[src/rtl/mc_sequencer.sv]
// mc_sequencer: multi-cycle control sequencer for the IF/ID/EX/DM/WB datapath.
// Walks each instruction through FETCH/DECODE/EXEC/MEM/WB, drives every
// datapath enable, handles memory wait states with a timeout, interrupt
// entry at retire and an optional retire-count halt.
module mc_sequencer #(
    parameter int WAIT_MAX  = 8,
    parameter int MAX_INSTR = 0,
    parameter int CNT_W     = 16
) (
    input  logic             clk,
    input  logic             rst_n,
    input  logic [5:0]       opcode,
    input  logic             zero,
    input  logic             int_req,
    input  logic             imem_ready,
    input  logic             dmem_ready,
    output logic             imem_req,
    output logic             dmem_req,
    output logic             ir_we,
    output logic             pc_we,
    output logic [1:0]       pc_sel,
    output logic             reg_dst,
    output logic             alu_src,
    output logic             reg_write,
    output logic             mem_read,
    output logic             mem_write,
    output logic             mem2reg,
    output logic [1:0]       alu_op,
    output logic             int_ack,
    output logic             illegal,
    output logic             bus_err,
    output logic             halted,
    output logic [CNT_W-1:0] retired
);

    typedef enum logic [2:0] {
        S_ENTRY, S_FETCH, S_DECODE, S_EXEC, S_MEM, S_WB, S_HALT
    } state_t;

    typedef enum logic [2:0] {
        K_RTYPE, K_LW, K_SW, K_BEQ, K_J, K_ILL
    } class_t;

    // Last wait cycle index: the WAIT_MAX-th non-ready cycle still accepts ready.
    localparam logic [7:0]       WAIT_LAST = 8'(WAIT_MAX - 1);
    localparam logic [CNT_W-1:0] HALT_AT   = CNT_W'(MAX_INSTR);
    localparam bit               HALT_EN   = (MAX_INSTR != 0);

    function automatic class_t decode_op(input logic [5:0] op);
        case (op)
            6'h00:   decode_op = K_RTYPE;
            6'h23:   decode_op = K_LW;
            6'h2B:   decode_op = K_SW;
            6'h04:   decode_op = K_BEQ;
            6'h02:   decode_op = K_J;
            default: decode_op = K_ILL;
        endcase
    endfunction

    state_t           r_state;
    state_t           w_next;
    class_t           r_class;
    class_t           w_dec;
    logic [7:0]       r_wait;
    logic [CNT_W-1:0] r_retired;
    logic [CNT_W-1:0] w_ret_inc;
    logic             r_illegal;
    logic             r_bus_err;
    logic             w_retire;
    logic             w_timeout;
    logic             w_set_ill;
    logic             w_waiting;
    logic             w_imem_req, w_dmem_req, w_ir_we, w_pc_we;
    logic [1:0]       w_pc_sel, w_alu_op;
    logic             w_reg_dst, w_alu_src, w_reg_write;
    logic             w_mem_read, w_mem_write, w_mem2reg, w_int_ack;

    // Opcode class, saturating retire increment and memory-wait detection.
    always_comb begin
        w_dec     = decode_op(opcode);
        w_ret_inc = (r_retired == {CNT_W{1'b1}}) ? r_retired : r_retired + CNT_W'(1);
        w_waiting = ((r_state == S_FETCH) && !imem_ready) ||
                    ((r_state == S_MEM)   && !dmem_ready);
    end

    // Next-state and datapath enables from state, registered class and handshakes.
    always_comb begin
        w_next      = r_state;
        w_imem_req  = 1'b0;
        w_dmem_req  = 1'b0;
        w_ir_we     = 1'b0;
        w_pc_we     = 1'b0;
        w_pc_sel    = 2'b00;
        w_reg_dst   = 1'b0;
        w_alu_src   = 1'b0;
        w_reg_write = 1'b0;
        w_mem_read  = 1'b0;
        w_mem_write = 1'b0;
        w_mem2reg   = 1'b0;
        w_alu_op    = 2'b00;
        w_int_ack   = 1'b0;
        w_retire    = 1'b0;
        w_timeout   = 1'b0;
        w_set_ill   = 1'b0;
        case (r_state)
            S_ENTRY: begin
                w_pc_we  = 1'b1;
                w_pc_sel = 2'b11;
                w_next   = S_FETCH;
            end
            S_FETCH: begin
                w_imem_req = 1'b1;
                if (imem_ready) begin
                    w_ir_we = 1'b1;
                    w_pc_we = 1'b1;
                    w_next  = S_DECODE;
                end else if (r_wait == WAIT_LAST) begin
                    w_timeout = 1'b1;
                    w_next    = S_HALT;
                end else begin
                    w_next = S_FETCH;
                end
            end
            S_DECODE: begin
                if (w_dec == K_ILL) begin
                    w_set_ill = 1'b1;
                    w_next    = S_FETCH;
                end else begin
                    w_next = S_EXEC;
                end
            end
            S_EXEC: begin
                case (r_class)
                    K_RTYPE: begin
                        w_reg_dst = 1'b1;
                        w_alu_op  = 2'b10;
                        w_next    = S_WB;
                    end
                    K_LW, K_SW: begin
                        w_alu_src = 1'b1;
                        w_next    = S_MEM;
                    end
                    K_BEQ: begin
                        w_alu_op = 2'b01;
                        w_pc_sel = 2'b01;
                        w_pc_we  = zero;
                        w_retire = 1'b1;
                    end
                    K_J: begin
                        w_pc_sel = 2'b10;
                        w_pc_we  = 1'b1;
                        w_retire = 1'b1;
                    end
                    default: w_next = S_FETCH;
                endcase
            end
            S_MEM: begin
                w_dmem_req  = 1'b1;
                w_alu_src   = 1'b1;
                w_mem_read  = (r_class == K_LW);
                w_mem_write = (r_class == K_SW);
                if (dmem_ready) begin
                    if (r_class == K_SW) begin
                        w_retire = 1'b1;
                    end else begin
                        w_next = S_WB;
                    end
                end else if (r_wait == WAIT_LAST) begin
                    w_timeout = 1'b1;
                    w_next    = S_HALT;
                end else begin
                    w_next = S_MEM;
                end
            end
            S_WB: begin
                w_reg_write = 1'b1;
                w_mem2reg   = (r_class == K_LW);
                w_reg_dst   = (r_class == K_RTYPE);
                // The ALU result still feeds the write port for rtype.
                w_alu_op    = (r_class == K_RTYPE) ? 2'b10 : 2'b00;
                w_retire    = 1'b1;
            end
            S_HALT: w_next = S_HALT;
            default: w_next = S_ENTRY;
        endcase

        // Retire resolution: halt count beats interrupt, interrupt beats fetch.
        if (w_retire) begin
            if (HALT_EN && (w_ret_inc == HALT_AT)) begin
                w_next = S_HALT;
            end else if (int_req) begin
                w_int_ack = 1'b1;
                w_next    = S_ENTRY;
            end else begin
                w_next = S_FETCH;
            end
        end else begin
            w_int_ack = 1'b0;
        end
    end

    // State, instruction class, wait counter, retire count and sticky flags.
    always_ff @(posedge clk or negedge rst_n) begin
        if (!rst_n) begin
            r_state   <= S_ENTRY;
            r_class   <= K_RTYPE;
            r_wait    <= 8'd0;
            r_retired <= {CNT_W{1'b0}};
            r_illegal <= 1'b0;
            r_bus_err <= 1'b0;
        end else begin
            r_state <= w_next;
            if (r_state == S_DECODE) begin
                r_class <= w_dec;
            end
            r_wait <= w_waiting ? r_wait + 8'd1 : 8'd0;
            if (w_retire) begin
                r_retired <= w_ret_inc;
            end
            if (w_set_ill) begin
                r_illegal <= 1'b1;
            end
            if (w_timeout) begin
                r_bus_err <= 1'b1;
            end
        end
    end

    // Enables are forced low while rst_n is low so no write escapes a reset.
    assign imem_req  = w_imem_req  & rst_n;
    assign dmem_req  = w_dmem_req  & rst_n;
    assign ir_we     = w_ir_we     & rst_n;
    assign pc_we     = w_pc_we     & rst_n;
    assign pc_sel    = w_pc_sel    & {2{rst_n}};
    assign reg_dst   = w_reg_dst   & rst_n;
    assign alu_src   = w_alu_src   & rst_n;
    assign reg_write = w_reg_write & rst_n;
    assign mem_read  = w_mem_read  & rst_n;
    assign mem_write = w_mem_write & rst_n;
    assign mem2reg   = w_mem2reg   & rst_n;
    assign alu_op    = w_alu_op    & {2{rst_n}};
    assign int_ack   = w_int_ack   & rst_n;
    assign illegal   = r_illegal;
    assign bus_err   = r_bus_err;
    assign halted    = (r_state == S_HALT);
    assign retired   = r_retired;

endmodule

[config.mk]
export PLATFORM = sky130hd
export DESIGN_NAME = mc_sequencer
export DESIGN_NICKNAME = d
export VERILOG_FILES = /design/src/rtl/mc_sequencer.sv
export SDC_FILE = /design/constraint.sdc
export NUM_CORES = 1
export LEC_CHECK = 0
export ABC_AREA = 1
export CAP_MARGIN = 10
export CORE_UTILIZATION = 55
export CTS_CLUSTER_DIAMETER = 60
export CTS_CLUSTER_SIZE = 28
export DETAILED_ROUTE_END_ITERATION = 10
export GPL_TIMING_DRIVEN = 0
export PLACE_DENSITY = 0.89
export SYNTH_ARGS = -nofsm -noshare
export SYNTH_HDL_FRONTEND = slang
export SYNTH_SLANG_ARGS = --single-unit
[constraint.sdc]
create_clock -name clk -period 2.2 [get_ports clk]
set_input_delay 0.44 -clock clk [delete_from_list [all_inputs] [get_ports clk]]
set_output_delay 0.44 -clock clk [all_outputs]
set_load 0.02 [all_outputs]
---- After elaboration in Yosys (flattened, before gate mapping) ----
Cells that the tools add are included.
storage, ports and cells
  register bits after elaboration ......... 32
  output and inout port bits .............. 34
operators by class
  add/subtract/negate cells ............... 2
  equality and inequality tests ........... 20
  multiplexer cells ....................... 43
  bitwise gates (word level) .............. 14
  reduce and logical (&&, ||, !) cells .... 12
operators by type and width
  cell                                                             number
  1-bit 2-to-1 mux                                                 21
  3-bit case mux with 7 select lines                               1
  16-bit by 1-bit adder with 16-bit output, second input constant  1
  16-bit == test, second input constant                            1
  2-bit case mux with 2 select lines                               4
  3-bit == test, second input constant                             5
  3-bit 2-to-1 mux                                                 5
  3-bit case mux with 5 select lines                               1
  3-bit by 2-bit == test with 1-bit output, second input constant  4
  6-bit == test, second input constant                             2
  1-bit bitwise AND                                                11
  3-bit case mux with 3 select lines                               1
  8-bit by 1-bit adder with 8-bit output, second input constant    1
  8-bit by 3-bit == test with 1-bit output, second input constant  1
  8-bit 2-to-1 mux                                                 1
  1-bit case mux with 2 select lines                               4
  3-bit by 1-bit == test with 1-bit output, second input constant  2
  6-bit by 2-bit == test with 1-bit output, second input constant  1
  6-bit by 3-bit == test with 1-bit output, second input constant  1
  3-bit logical NOT                                                2
  6-bit logical NOT                                                1
  2-bit 2-to-1 mux                                                 3
  1-bit case mux with 3 select lines                               2
  2-bit bitwise AND                                                2
  other kinds (10)                                                 13

---- Depth between registers and ports, before layout ----
  depth in word-level cells ............... 6
  gate-level depth with buffers ........... 9

---- Worst setup path before layout ----
Ideal clock, no wire load.
  kind .................................... register to output
  from .................................... register r_state[1]
  to ...................................... output port alu_op[1]
  arrival ................................. 1.425 ns
  data required time ...................... 1.760 ns
  path slack .............................. 0.335 ns
  stages on the path, launching flop included .. 6
  buffers on the path ..................... 0
  path through ............................ dfrtp_1 inv_2 nand2_1 nor2_1 o21ai_0 nor4_1
on the way
  longest elaborated chain between the ends .. 3
ends and longest elaborated chain
  item                                                                       line  RTL
  start: declaration                                                         60    state_t r_state;
  start signal: assignment                                                   212   r_state <= w_next;
  3-bit == test or 3-bit by 2-bit == test with 1-bit output (tied branches)  105   case (r_state)
  2-bit case mux with 2 select lines (*)                                     105
  2-bit bitwise AND (*)                                                      241   assign alu_op = w_alu_op & {2{rst_n}};
  end: declaration                                                           28    output logic [1:0] alu_op,
Mark *: on every way between the ends. The rest lies on a longest branch, timed or not.

---- Final worst setup path ----
  from .................................... register r_state[2]
  to ...................................... output port int_ack
on the way
  longest elaborated chain between the ends .. 4
ends and longest elaborated chain
  item                                                                       line  RTL
  3-bit == test or 3-bit by 2-bit == test with 1-bit output (tied branches)  105
  1-bit case mux with 3 select lines (*)                                     105
  1-bit 2-to-1 mux (*)                                                       188   if (w_retire) begin
  1-bit bitwise AND (*)                                                      242   assign int_ack = w_int_ack & rst_n;
  end: declaration                                                           29    output logic int_ack,
Marked as above.

==> metrics.cfg <==
[worst_setup_path]
required_ps = 1760
timing.rr.end = retired[0]
ff2ff_setup_slack_ps = 470
cp_cell_sequence = inv_2 > nand3_2 > nor2_2 > nor2_2 > nand3_2 > buf_6 > buf_6 > nand3_1 > inv_1 > buf_4
reg2regPathDepth = 7
crit_end = int_ack
crit_family = buffers and inverters
reg2reg_from = retired[0]
slowest_stage = dfrtp_2
critPathCaptureType = primary output
critPathMaxFanout = 10
crit_start = r_state[2]
cp_num_buf_inv = 5
startpoint_type = register
slowest_delay_ps = 440
cp.arrival_ps = 1780
crit_type = register to primary output
path_depth = 10

[floorplan]
num_rows = 22
initial_core_util_pct = 57.66
coreArea_um2 = 3661
io_pins = 46
die_area_um2 = 4090
die_y_um = 63.95
die_x_um = 63.95

[drt]
firstDrtPassIters = 5
vias = 2210
drt-initial-drc-count = 145
avgRoutedWirePerCell_um = 12.54
wl_um = 5253
drcViolationCount = 0
viasPerCell = 5.274
ant_nets = 0

[yosys]
ys_warn_count = 0
avgSynthCellArea_um2 = 6.787
syn_area_um2 = 2111
synthFlopType = dfrtp_1
ys_ff_latch = 32
synthTopCellsByCount = nand2_1, nor2_1, inv_1
synthCells = 311
syn_nets = 325
synthDistinctLibCells = 29
ys_top_cells_by_area = dfrtp_1, nand2_1, nand3_1
synth_edf_count = 0
synth_top_cell_area_share_pct = 37.94
yosysMostFrequentCell = nand2_1
async_reset_ff_share_pct = 100.0
ys_seq_area_share_pct = 37.94
yosys.area.top_type = dfrtp_1

[clock_tree]
h-tree-depth = 2
clockBufferDepth = 2
clk_pin_slew_ps = 70
clock_sinks = 32
cts_root_buf = clkbuf_8
cts_tree = done
clkLatencyLatePin_ps = 280
postCtsHoldBufs = 0
cts_made_buffers = 5

[global_route]
grt_usage_pct = 27.30
grt_overflow_total = 0
grt_pass1_vias = 2085
antenna_found_initial = 0
grt_pass1_wl_um = 8728
grt_max_degree = 38

[power_and_ir_drop]
switching_power_mw = 1.061
pwr-share-clk_pct = 23.8
leakagePower_nw = 1.447
swShare_pct = 40.72
total_power_mw = 2.605
internal_power_mw = 1.545
peakVddDrop_uv = 699.0
power_frac_seq_pct = 32.1
p_comb_share_pct = 44.1
power_per_cell_area_nw_per_um2 = 930.9

[timing]
fin_ws_ps = -18.85
finalSetupViolations = 1
max_freq_mhz = 450.7
maxSlewHeadroom_pct = 73.84
finClkSkew_ps = 7.938
fin_crit_sh_pct = 100.9
hold_violations = 0
period_needed_ps = 2219
tightestPinTransition_ps = 391.0
drv_slew = 0
grt_setup_unrepaired = true

[layout]
fin_area_um2 = 2799
diodes = 0
synthToLayoutAreaGrowth_pct = 32.60
layoutNonFillerInstCount = 419
fin_util_pct = 76.45
fin_nets = 384
drive_above_1_share_pct = 12.94

[place]
dp.cells = 404
placed_area_um2 = 2616
port_buffers = 45
post-dp-hpwl_um = 3674
place.gp.congestion = 0.9175

[status]
violations = setup timing
status = finished with violations

[worst_hold_path]
hold_path.class = input pin to async pin

[run]
drv_cap = 0

[how the worst min path moves through the flow]
stage | cells past startpoint | slack (ps) | from | endpoint
5_1_grt | 1 | 20 | rst_n | r_wait[3]
4_1_cts | 1 | 40 | rst_n | r_class[0]
2_1_floorplan | 0 | 140 | rst_n | bus_err
3_3_place_gp | 1 | 450 | r_wait[0] | r_wait[0]
3_5_place_dp | 1 | 470 | illegal | illegal
6_report | 1 | 10 | rst_n | r_wait[4]
[metal layers]
layer	up-vias	GRT usage, %	part of all wire, %
met5	-	0	0
met4	0	9.659	1.4
met3	9	5.000	5.0
met2	72	48.94	50
met1	1021	32.37	44
li1	1108	-	-
[metrics by stage]
| stage | TNS [ps] | worst slack, ps | hold WS, ps |
|---|---|---|---|
| floorplan | 0 | 334.6 | 144.4 |
| global placement | -24970 | -1680 | 447.6 |
| detailed placement | -6806 | -617.1 | 465.0 |
| CTS | -5.068 | -5.068 | 43.35 |
| global route | -214.8 | -156.1 | 18.52 |
| finish | -18.85 | -18.85 | 11.74 |
[cell type report]
type | instances | area (um^2)
multi-input combinational | 233 | 1131
sequential | 32 | 802.0
tap | 48 | 60.06
clock buffer | 7 | 96.34
timing repair buffer | 52 | 483.0
clock inverter | 1 | 30.03
buffer | 4 | 38.79
fill | 286 | 862.1
inverter | 42 | 157.7
[cells by family (layout without fill, tap and decap cells)]
family	Yosys count	after routing	synth area share, %
AOI/OAI and AO/OA	24	24	6.106
xor gates and xnor gates	7	7	2.905
DFF	32	32	37.94
adders and majority gates	2	2	1.185
and+or+nand+nor	200	200	42.56
buffers and inverters	46	106	9.306
[power groups by stage]
| stage | Combinational (mW) | Clock (mW) | Sequential (mW) |
|---|---|---|---|
| final | 1.15 | 0.620 | 0.836 |
| after global routing | 1.27 | 0.659 | 0.851 |
| after CTS | 1.13 | 0.630 | 0.828 |
| after detailed placement | 1.04 | 0 | 0.846 |
| after global placement | 1.02 | 0 | 0.836 |
| after floorplan | 0.659 | 0 | 0.860 |
[flip-flops by register name, indices dropped and copies added, names as in the netlist]
register,cells
bus_err,1
illegal,1
r_class,3
r_state,3
r_wait,8
retired,16
[placed cells by master, fill, tap and decap left out, types with 8 or more instances in the layout]
master / synthesis / layout
buf_4: 0 / 8
dfrtp_1: 32 / 31
inv_1: 38 / 37
nor2_1: 40 / 36
o21ai_0: 13 / 13
nand2_1: 99 / 98
nand3_1: 35 / 34
dlygate4sd2_1: 0 / 8
clkdlybuf4s50_1: 0 / 28
[timing repair]
| action | in CTS | in global routing |
|---|---|---|
| setup endpoints to repair | 15 | 9 |
| setup buffers | 6 | 1 |
| resized for setup | 28 | 15 |
| cloned | 0 | 0 |
| pin swaps | 1 | 1 |
No activity file was read; power rests on OpenSTA's default activity.
